<file path="src/rtl/password_lock_pkg.sv">
// Shared types and segment constants for the password lock.
// Segments are active-low, bit 6 = g ... bit 0 = a.
package password_lock_pkg;

   typedef enum logic [2:0] {
      IDLE,
      PROG,
      VERIFY,
      CHECK,
      OPEN,
      FAIL,
      LOCKOUT
   } state_t;

   localparam logic [6:0] SEG_BLANK = 7'b1111111;
   localparam logic [6:0] SEG_DASH  = 7'b0111111;
   localparam logic [6:0] SEG_E     = 7'b0000110;

endpackage

</file>
<file path="src/rtl/password_lock_seg7_decode.sv">
// One digit to active-low 7-segment pattern.
// Values above 9 show as 'E'.
module seg7_decode
   import password_lock_pkg::*;
#(
   parameter int DIGIT_W = 4
) (
   input  logic [DIGIT_W-1:0] digit,
   output logic [6:0]         seg
);

   logic [31:0] val;

   assign val = 32'(digit);

   always_comb begin
      seg = SEG_E;
      case (val)
         32'd0:   seg = 7'b1000000;
         32'd1:   seg = 7'b1111001;
         32'd2:   seg = 7'b0100100;
         32'd3:   seg = 7'b0110000;
         32'd4:   seg = 7'b0011001;
         32'd5:   seg = 7'b0010010;
         32'd6:   seg = 7'b0000010;
         32'd7:   seg = 7'b1111000;
         32'd8:   seg = 7'b0000000;
         32'd9:   seg = 7'b0010000;
         default: seg = SEG_E;
      endcase
   end

endmodule

</file>
<file path="src/rtl/password_lock.sv">
// Digit-code lock: program, verify, lockout after repeated failures.
// Define PASSWORD_LOCK_MASK_EN to show dashes for digits being verified.
module password_lock
   import password_lock_pkg::*;
#(
   parameter int DIGITS      = 4,
   parameter int DIGIT_W     = 4,
   parameter int MAX_TRIES   = 3,
   parameter int LOCK_CYCLES = 16
) (
   input  logic                        clk,
   input  logic                        rst,
   input  logic                        confirm,
   input  logic                        mode,
   input  logic [DIGIT_W-1:0]          input_data,
   output logic                        admitted,
   output logic                        denied,
   output logic                        locked,
   output logic [$clog2(DIGITS+1)-1:0] digit_idx,
   output logic [7*DIGITS-1:0]         display
);

   localparam int IW = $clog2(DIGITS+1);
   localparam int FW = $clog2(MAX_TRIES+1);
   localparam int TW = $clog2(LOCK_CYCLES+1);

`ifdef PASSWORD_LOCK_MASK_EN
   localparam bit MASK = 1'b1;
`else
   localparam bit MASK = 1'b0;
`endif

   state_t             state;
   logic               conf_q;
   logic               pw_set;
   logic [DIGIT_W-1:0] target [DIGITS];
   logic [DIGIT_W-1:0] entry  [DIGITS];
   logic [FW-1:0]      fail_cnt;
   logic [FW-1:0]      fail_nx;
   logic [TW-1:0]      timer;
   logic               press;
   logic               last;
   logic               match;

   assign press   = conf_q & ~confirm;
   assign last    = digit_idx == IW'(DIGITS-1);
   assign fail_nx = fail_cnt + 1'b1;

   always_comb begin
      match = 1'b1;
      for (int i = 0; i < DIGITS; i++)
         if (entry[i] != target[i])
            match = 1'b0;
   end

   always_ff @(posedge clk or negedge rst) begin
      if (!rst) begin
         state     <= IDLE;
         conf_q    <= 1'b1;
         pw_set    <= 1'b0;
         fail_cnt  <= '0;
         timer     <= '0;
         admitted  <= 1'b0;
         denied    <= 1'b0;
         locked    <= 1'b0;
         digit_idx <= '0;
         for (int i = 0; i < DIGITS; i++) begin
            target[i] <= '0;
            entry[i]  <= '0;
         end
      end else begin
         conf_q <= confirm;
         denied <= 1'b0;
         case (state)
            IDLE: if (press) begin
               state     <= pw_set ? VERIFY : PROG;
               digit_idx <= '0;
               for (int i = 0; i < DIGITS; i++)
                  entry[i] <= '0;
            end
            PROG: if (press) begin
               for (int i = 0; i < DIGITS; i++)
                  if (digit_idx == IW'(i)) begin
                     target[i] <= input_data;
                     entry[i]  <= input_data;
                  end
               if (last) begin
                  pw_set    <= 1'b1;
                  digit_idx <= '0;
                  state     <= IDLE;
               end else begin
                  digit_idx <= digit_idx + 1'b1;
               end
            end
            VERIFY: if (press) begin
               for (int i = 0; i < DIGITS; i++)
                  if (digit_idx == IW'(i))
                     entry[i] <= input_data;
               digit_idx <= digit_idx + 1'b1;
               if (last)
                  state <= CHECK;
            end
            CHECK: begin
               if (match) begin
                  state    <= OPEN;
                  admitted <= 1'b1;
                  fail_cnt <= '0;
               end else begin
                  // wrong code: hide it at once
                  digit_idx <= '0;
                  fail_cnt  <= fail_nx;
                  for (int i = 0; i < DIGITS; i++)
                     entry[i] <= '0;
                  if (fail_nx == FW'(MAX_TRIES)) begin
                     state  <= LOCKOUT;
                     locked <= 1'b1;
                     timer  <= TW'(LOCK_CYCLES);
                  end else begin
                     state  <= FAIL;
                     denied <= 1'b1;
                  end
               end
            end
            FAIL: begin
               state     <= IDLE;
               digit_idx <= '0;
               for (int i = 0; i < DIGITS; i++)
                  entry[i] <= '0;
            end
            OPEN: if (press) begin
               state     <= mode ? PROG : IDLE;
               admitted  <= 1'b0;
               digit_idx <= '0;
               for (int i = 0; i < DIGITS; i++)
                  entry[i] <= '0;
            end
            LOCKOUT: begin
               timer <= timer - 1'b1;
               if (timer == TW'(1)) begin
                  state    <= IDLE;
                  locked   <= 1'b0;
                  fail_cnt <= '0;
               end
            end
            default: state <= IDLE;
         endcase
      end
   end

   for (genvar g = 0; g < DIGITS; g++) begin : g_dig
      logic [6:0] dec;
      logic       show;
      logic       hide;

      seg7_decode #(.DIGIT_W(DIGIT_W)) u_dec (
         .digit (entry[g]),
         .seg   (dec)
      );

      assign show = (IW'(g) < digit_idx) ||
                    (state == OPEN) || (state == CHECK);
      assign hide = MASK &&
                    ((state == VERIFY) || (state == CHECK));
      assign display[7*g +: 7] = !show ? SEG_BLANK :
                                 hide  ? SEG_DASH  : dec;
   end

endmodule

</file>
<file path="config.mk">
export PLATFORM = sky130hd
export DESIGN_NAME = password_lock
export DESIGN_NICKNAME = d
export VERILOG_FILES = /design/src/rtl/password_lock_pkg.sv /design/src/rtl/password_lock_seg7_decode.sv /design/src/rtl/password_lock.sv
export SDC_FILE = /design/constraint.sdc
export NUM_CORES = 1
export LEC_CHECK = 0
export ABC_AREA = 1
export ABC_CLOCK_PERIOD_IN_PS = 1800
export BUFFER_PORTS_ARGS = -buffer_cell sky130_fd_sc_hd__clkbuf_2
export CORE_MARGIN = 1.5
export CORE_UTILIZATION = 45
export DETAILED_ROUTE_END_ITERATION = 8
export SYNTH_ARGS = -nofsm -noshare
export SYNTH_HDL_FRONTEND = slang
export SYNTH_SLANG_ARGS = --single-unit
export TNS_END_PERCENT = 5
</file>
<file path="constraint.sdc">
create_clock -name clk -period 1.8 [get_ports clk]
set_clock_uncertainty 0.05 [all_clocks]
set_input_delay 0.09 -clock clk [delete_from_list [all_inputs] [get_ports clk]]
set_output_delay 0.09 -clock clk [all_outputs]
set_load 0.02 [all_outputs]
</file>
==> results of run 1 <==
tightest hold or removal path, stage by stage:
cell	delay, ns
clkbuf_2	0.08
a21oi_1	0.05
nand2_1	0.06
nand2_1	0.04
nand2_1	0.05
per-stage QoR:
step	setup slack (ns)	cell area (um2)	hold slack, ns
floorplan	0.247	3450	-0.256
global placement	0.0726	3920	-0.0295
detailed placement	0.0738	3920	-0.0280
CTS	-0.00600	4200	0.0530
global route	-0.0686	4340	0.0904
finish	0.00998	4340	0.0475
layer usage:
metal | wire (um) | track usage [%] | up-vias | share of wire [%]
met5 | 0 | 0 | - | 0
met4 | 116 | 4.10 | 0 | 1.4
met3 | 356 | 2.95 | 11 | 4.2
met2 | 4120 | 36.9 | 67 | 48
met1 | 3920 | 28.2 | 1519 | 46
li1 | - | - | 1692 | -
area by class of cell:
type                       count  area (um2)  share of cell area, %
sequential                    50        1260                   29.1
clock buffer                   7        96.3                   2.22
timing repair buffer          79         552                   12.7
inverter                      74         288                   6.64
multi-input combinational    356        2010                   46.2
tap                           99         124                   2.86
clock inverter                 1        8.76                  0.202
how the worst max path moves through the flow:
stage                            start          end  depth (start not counted)
after floorplan           digit_idx[0]    entry[15]                          9
after global placement        entry[6]     entry[3]                         10
after detailed placement     entry[12]    entry[15]                         10
after CTS                     state[1]  display[21]                          9
after global routing          state[2]   display[0]                          8
final                         state[0]   display[0]                          7
sequential cells by signal, indices dropped and copies added (netlist names):
signal     flops
state          3
admitted       1
denied         1
pw_set         1
timer          5
entry         16
locked         1
digit_idx      3
fail_cnt       2
conf_q         1
target        16
cell families after synthesis:
| group | Yosys count | share of synthesized area (%) |
|---|---|---|
| XOR/XNOR | 3 | 0.762 |
| AND/OR/NAND/NOR | 259 | 34.0 |
| buffers and inverters | 80 | 9.66 |
| adder cells (fa/ha/maj) | 26 | 9.44 |
| AO/OA/AOI/OAI | 66 | 9.84 |
| flip-flops | 50 | 36.3 |
synth_stat cells, types with 2 or more instances:
master | n | area (um2)
nand2_1 | 149 | 559
inv_1 | 55 | 206
o21ai_0 | 53 | 265
dfrtp_1 | 49 | 1230
nand3_1 | 46 | 230
nor2_1 | 39 | 146
ha_1 | 26 | 325
inv_2 | 18 | 67.6
a21oi_1 | 5 | 25.0
nand3_2 | 5 | 50.1
nor2_2 | 5 | 31.3
buf_4 | 4 | 30.0
nor2_4 | 4 | 45.0
o21ai_1 | 4 | 20.0
nand2_2 | 3 | 18.8
buf_6 | 2 | 22.5
xor2_1 | 2 | 17.5
repair_timing:
action / in CTS / in global routing
hold buffers: 2 / 0
resized for setup: 28 / 62
buffers inserted: 12 / 1
endpoints found under the setup margin: 25 / 57
cloned: 0 / 2
pin swaps: 3 / 8
endpoints found under the hold margin: 38 / 0
power by group:
| group | switching [W] | internal, W | leakage (nW) | total [W] |
|---|---|---|---|---|
| sequential | 0.000349 | 0.00152 | 0.641 | 0.00187 |
| combinational | 0.00336 | 0.00204 | 1.58 | 0.00540 |
| clock | 0.000379 | 0.000353 | 0.0544 | 0.000732 |
| total | 0.00409 | 0.00392 | 2.27 | 0.00800 |
==> impl_metrics.yaml, run 1 <==
outcome:
  status: "completed"
placement:
  io_buffers: 41
  gp_congestion: 0.894
  placed_cells: 642
  dp_hpwl_um: 6370
logic_synthesis:
  synth_seq_cells: 50
  syn-cell-area_mm2: 0.00345
  ys_types: 32
  yosysWarnings: 0
  avgSynthCellArea_um2: 7.12
  synth_ff_type: "dfrtp_1"
  ys_async_sr_fraction_pct: 100
  syn_nets: 518
  syn_inst: 484
  synth_edf_count: 0
  yosysSeqAreaShare_pct: 36.3
sta:
  maxSlewViolCount: 0
  setup_tns_ns: 0
  finalCritPeriodShare_pct: 99.4
  final.min_clock_period_ns: 1.79
  tightest_slew_ns: 0.385
  finalSetupViolCount: 0
  clock.fmax_mhz: 559
  slew-limit-headroom_pct: 74.3
  rsz0062_at_grt: "yes"
  hold_viol: 0
setup_path:
  cp_slowest_cell: "dfrtp_1"
  rrSetupSlack_ns: 0.05
  reg2reg_to: "target[0]"
  cp.arrival_ns: 1.65
  cp-start-kind: "flip-flop"
  cp_top_family: "simple AND/OR/NAND/NOR gates"
  cp_num_buf_inv: 2
  rr_startpoint: "conf_q"
  path_max_fanout: 7
  critPathRequiredTime_ns: 1.66
  ff2ff_path_depth: 6
  critPathKind: "flip-flop to primary output"
  critPathMaxStageDelay_ns: 0.42
  end_kind: "primary output"
  path_cells: "buf_4 > nand3_4 > nand3_4 > nor2_4 > nand2_4 > o21ai_1 > buf_4"
die:
  fp.dieW_um: 90.5
  die_area_mm2: 0.00819
  dieHeight_um: 90.5
  ios: 42
  start_util_pct: 47.0
  coreArea_mm2: 0.00733
  placementRows: 31
hold_path:
  hold_class: "input pin to flip-flop"
  holdPathStages: 5
  min_from: "mode"
  worstHoldEndpoint: "state[0]"
final_layout:
  layout_common_cells: "nand2_1 (141), inv_1 (51), buf_4 (45)"
  mostFrequentLayoutCell: "nand2_1"
  antenna_cells: 0
  drive_above_1_share_pct: 28.0
  fin_nets: 600
  fillers: 678
  final_util_pct: 59.2
  area_growth_syn_to_layout_pct: 25.8
  final_cells: 666
clocking:
  cts.sinks: 50
  htree_levels: 2
  root_buffer: "clkbuf_8"
  clk_pin_slew_ns: 0.09
  clk_latency_ns: 0.30
  cts_made_buffers: 5
  tritoncts: "done"
  clock_path_buffers: 2
routing:
  routed_wl_um: 8520
  drt_iter0_markers: 212
  firstDrtPassIters: 4
  post_drt_via_cell_ratio: 4.94
  post_drt_wl_per_cell_um: 12.8
  ant_nets: 0
  num_vias: 3289
  drcViolationCount: 0
grt:
  grt_pass1_wl_um: 14300
  grt_max_degree: 28
  grt_pass1_vias: 3074
  antenna_found_initial: 0
  grt.overflow.total: 0
  grt_usage_pct: 21.3
power_and_ir_drop:
  power_density_mw_per_mm2: 1850
  p_leak_nw: 2.27
  p_total_w: 0.00800
  ir_worst_vdd_mv: 0.982
flow_run:
  maxCapViolCount: 0
No activity file was read; power rests on OpenSTA's default activity.
==> run 2, diff against run 1 <==
--- a/config.mk
+++ b/config.mk
@@ -11,4 +11,5 @@
 export CORE_MARGIN = 1.5
 export CORE_UTILIZATION = 45
+export CTS_CLUSTER_DIAMETER = 50
 export DETAILED_ROUTE_END_ITERATION = 8
 export SYNTH_ARGS = -nofsm -noshare
==> constraint.sdc (replaced) <==
create_clock -name clk -period 1.8 [get_ports clk]
set_clock_uncertainty 0.05 [all_clocks]
set_input_delay 0.45 -clock clk [delete_from_list [all_inputs] [get_ports clk]]
set_output_delay 0.45 -clock clk [all_outputs]
set_load 0.02 [all_outputs]
==> run 2 against run 1 <==
Effect of this change: the flow now finishes with violations (negative setup slack); critical endpoint is now display[1]; flip-flop and latch count unchanged; die area unchanged; clock power down 5.1%; sequential share of layout area down 0.88 points; critical path type unchanged; cell count up 1.4%; largest cell class unchanged.
==> impl_metrics.yaml, run 2 (synthesized netlist as in run 1, its figures left out) <==
routing:
  post_drt_via_cell_ratio: 4.91
  drcViolationCount: 0
  ant_nets: 0
  num_vias: 3313
  post_drt_wl_per_cell_um: 12.4
  drt_iter0_markers: 192
  routed_wl_um: 8400
  firstDrtPassIters: 4
sta:
  maxSlewViolCount: 0
  timing.hold.ws_ns: 0.0126
  tightest_slew_ns: 0.447
  finalSetupViolCount: 32
  rsz0062_at_grt: "yes"
  setup_ws_ns: -0.290
  final.min_clock_period_ns: 2.09
  hold_viol: 0
  clock.fmax_mhz: 479
  slew-limit-headroom_pct: 70.1
  finalCritPeriodShare_pct: 116
die:
  placementRows: 31
  ios: 42
  fp.dieW_um: 90.5
  dieHeight_um: 90.5
  coreArea_mm2: 0.00733
  start_util_pct: 47.0
  die_area_mm2: 0.00819
placement:
  dp_hpwl_um: 6270
  dpl_cell_area_mm2: 0.00402
  io_buffers: 41
  gp_congestion: 0.822
  pre_cts_slack_ns: -0.166
clocking:
  clk_latency_ns: 0.31
  clk_pin_slew_ns: 0.09
  postCtsHoldBufs: 0
  htree_levels: 2
  cts.sinks: 50
  cts_made_buffers: 5
  root_buffer: "clkbuf_8"
  clock_path_buffers: 2
  tritoncts: "done"
grt:
  grt_max_degree: 37
  grt.overflow.total: 0
  grt_pass1_vias: 3145
  grt_pass1_wl_um: 14000
  grt_usage_pct: 21.0
  antenna_found_initial: 0
setup_path:
  critPathKind: "flip-flop to primary output"
  cp.arrival_ns: 1.59
  critPathRequiredTime_ns: 1.30
  path_max_fanout: 7
  rrSetupSlack_ns: -0.02
  cp-start-kind: "flip-flop"
  end_kind: "primary output"
power_and_ir_drop:
  ir_worst_vdd_mv: 0.891
  p_leak_nw: 2.35
  power_density_mw_per_mm2: 1890
final_layout:
  antenna_cells: 0
  reg_top3: "entry: 16 flops, target: 16 flops, timer: 5 flops"
  fin_nets: 609
  drive_above_1_share_pct: 30.4
  final_util_pct: 60.6
  fillers: 693
  layout_common_cells: "nand2_1 (141), buf_4 (51), inv_1 (50)"
  mostFrequentLayoutCell: "nand2_1"
  ff_latch_area_mm2: 0.00125
  area_growth_syn_to_layout_pct: 29.0
  multi_input_area_mm2: 0.00200
  final_area_mm2: 0.00445
hold_path:
  hold_class: "input pin to async pin"
outcome:
  status: "finished with violations"
  failed_checks: "negative setup slack"
flow_run:
  maxCapViolCount: 0
run 2: cell types whose count changed in the layout (fill, tap and decap cells not counted), moves of 6 or more:
cell,change
o21ai_0,-9
o21ai_2,+8
dfrtp_1,+6
dfrtp_2,-6
buf_4,+6
clkbuf_2,-6
run 2: power breakdown:
group	internal [W]	switching (W)	total, W
Clock	0.000311	0.000384	0.000695
Sequential	0.00152	0.000327	0.00184
Combinational	0.00240	0.00346	0.00586
run 2: worst max-delay path: stages, from the launching register on:
cell and delay, ns:
dfrtp_1 0.39, inv_2 0.06, nand2_2 0.08, nor2_2 0.05, inv_2 0.07, nand3_4 0.08
nor2_4 0.18, nand2_4 0.13, nand3_2 0.12, buf_8 0.12
run 2: metal layers:
layer	GRT usage (%)	part of all wire (%)	up-vias
met1	25.9	46	1542
met2	38.2	50	52
li1	-	-	1710
met3	3.03	2.4	9
met4	5.03	1.0	0
met5	0	0	-
run 2: area by class of cell:
class	count	area share (%)
timing repair buffer	90	15.5
clock buffer	7	1.94
inverter	74	6.42
sequential	50	28.2
multi-input combinational	354	45.1
tap	99	2.79
clock inverter	1	0.113
run 2: path summary, 6_finish.rpt:
kind	start	endpoint	cells past startpoint
min in group clk	confirm	conf_q	1
max in group asynchronous	rst	entry[1]	2
setup / recovery	state[1]	display[1]	9
hold / removal	rst	entry[13]	1
hold reg to reg	pw_set	pw_set	2
setup reg to reg	state[1]	entry[15]	9
run 2: what timing repair did:
action | in CTS | in global routing
buffers inserted | 6 | 5
setup endpoints to repair | 45 | 48
gates resized for setup | 45 | 62
cloned | 0 | 0
pin swaps | 1 | 6
run 2: per-stage QoR:
stage / instances / power [W] / TNS, ns
global placement: 656 / 0.00658 / -0.644
global route: 675 / 0.00910 / -11.13
CTS: 670 / 0.00791 / -7.20
finish: 675 / 0.00839 / -6.73
floorplan: 484 / 0.00509 / -0.459
detailed placement: 656 / 0.00667 / -2.50
==> run 3, diff against run 2 <==
- CORE_UTILIZATION: 45 -> 55
- PLACE_DENSITY: unset -> 0.76
==> run 3 against run 2 <==
Effect of this change: the flow still finishes with violations (negative setup slack); worst hold slack worse by 0.011 ns; utilization up 13 points; clock power down 4.0%.
==> impl_metrics.yaml, run 3 (synthesized netlist as in run 1, its figures left out) <==
outcome:
  status: "finished with violations"
  failed_checks: "negative setup slack"
placement:
  io_buffers: 41
  pre_cts_slack_ns: -0.154
  gp_congestion: 0.882
  dp_hpwl_um: 6290
  placed_cells: 625
sta:
  tightest_slew_ns: 0.484
  slew-limit-headroom_pct: 67.6
  finalCritPeriodShare_pct: 119
  setup_ws_ns: -0.351
  hold_viol: 0
  setup_tns_ns: -9.33
  rsz0062_at_grt: "yes"
  finalSetupViolCount: 47
  final.min_clock_period_ns: 2.15
  clock.fmax_mhz: 465
  timing.hold.ws_ns: 0.00182
  maxSlewViolCount: 0
final_layout:
  mostFrequentLayoutCell: "nand2_1"
  antenna_cells: 0
  reg_top3: "entry: 16 flops, target: 16 flops, timer: 5 flops"
  fin_nets: 605
  fillers: 494
  area_growth_syn_to_layout_pct: 27.2
  drive_above_1_share_pct: 29.0
  ff_latch_area_mm2: 0.00125
  layout_common_cells: "nand2_1 (140), inv_1 (49), dfrtp_1 (48), buf_4 (48), nand3_1 (44)"
  multi_input_area_mm2: 0.00200
  final_cells: 647
  final_util_pct: 73.2
setup_path:
  critPathMaxStageDelay_ns: 0.42
  path_max_fanout: 7
  cp_slowest_cell: "dfrtp_1"
  reg2reg_to: "entry[12]"
  end_kind: "primary output"
  critPathRequiredTime_ns: 1.30
  cp.arrival_ns: 1.65
  rr_startpoint: "state[0]"
  critPathKind: "flip-flop to primary output"
  ff2ff_path_depth: 14
  rrSetupSlack_ns: -0.10
  cp-start-kind: "flip-flop"
  path_cells: "inv_2 > nand2_4 > nor2_4 > inv_2 > nand3_4 > nor2_4 > nand2_4 > nand3_1 > clkbuf_8"
clocking:
  postCtsHoldBufs: 0
  cts.sinks: 50
  clk_latency_ns: 0.30
  clk_pin_slew_ns: 0.09
  root_buffer: "clkbuf_8"
  tritoncts: "done"
  clock_path_buffers: 2
  htree_levels: 2
  cts_made_buffers: 5
power_and_ir_drop:
  power_density_mw_per_mm2: 1920
  p_leak_nw: 2.33
  ir_worst_vdd_mv: 1.16
routing:
  post_drt_via_cell_ratio: 5.32
  ant_nets: 0
  post_drt_wl_per_cell_um: 13.5
  num_vias: 3441
  drcViolationCount: 0
  firstDrtPassIters: 4
  routed_wl_um: 8710
  drt_iter0_markers: 258
die:
  ios: 42
  placementRows: 28
  start_util_pct: 57.5
  die_area_mm2: 0.00675
  dieHeight_um: 82.2
  coreArea_mm2: 0.00599
  fp.dieW_um: 82.2
grt:
  grt_usage_pct: 27.6
  grt_pass1_vias: 3231
  antenna_found_initial: 0
  grt_pass1_wl_um: 14200
  grt.overflow.total: 0
  grt_max_degree: 26
flow_run:
  maxCapViolCount: 0
hold_path:
  hold_class: "input pin to async pin"
[run 3: cell count changes in the layout (fill, tap and decap cells not counted), moves of 3 or more]
cell | before | now
nand3_1 | 40 | 44
nor2_4 | 6 | 9
clkbuf_8 | 9 | 14
nand3_2 | 9 | 5
nor2_2 | 9 | 4
buf_4 | 51 | 48
clkbuf_2 | 17 | 13
[run 3: cell type report]
type	count	share of cell area (%)
flip-flops and latches	50	28.6
repair buffers	86	15.0
multi-input cells	354	45.6
inverters	74	6.51
well taps	75	2.14
clock inverters	1	0.114
clock buffers	7	1.97
[run 3: where the power goes]
group          total, W  switching [W]  internal (W)  leakage (nW)
Sequential      0.00187       0.000358       0.00151         0.650
Clock          0.000667       0.000356      0.000311        0.0482
Combinational   0.00589        0.00350       0.00240          1.63
[run 3: worst max path at each step]
stage	start	to	slack [ns]	depth (start not counted)
floorplan	entry[12]	display[3]	-0.06	5
CTS	state[0]	display[5]	-0.29	9
finish	state[0]	display[1]	-0.35	9
global route	state[0]	display[6]	-0.43	9
global placement	state[1]	display[3]	-0.03	9
detailed placement	state[0]	display[6]	-0.15	9
[run 3: metrics by stage]
step	instance area [um2]	power, W
floorplan	3450	0.00509
global placement	3930	0.00644
detailed placement	3930	0.00660
CTS	4280	0.00804
global route	4380	0.00914
finish	4380	0.00843
[run 3: critical path, delay by kind of cell, from the launching register on]
| family | cells | cell delay, ns |
|---|---|---|
| and+or+nand+nor | 6 | 0.63 |
| buffers and inverters | 3 | 0.28 |
| DFF | 1 | 0.42 |
[run 3: layer usage]
layer | share of wire [%] | vias to the layer above | global-route usage [%] | wire (um)
met5 | 0 | - | 0 | 0
met4 | 1.8 | 0 | 7.12 | 154
met3 | 4.3 | 15 | 3.96 | 371
met2 | 54 | 91 | 53.7 | 4670
met1 | 40 | 1632 | 31.3 | 3510
li1 | - | 1703 | - | -
[run 3: what timing repair did]
action,in CTS,in global routing
setup buffers,13,1
gates resized for setup,56,48
pin swaps,5,9
setup endpoints to repair,43,53
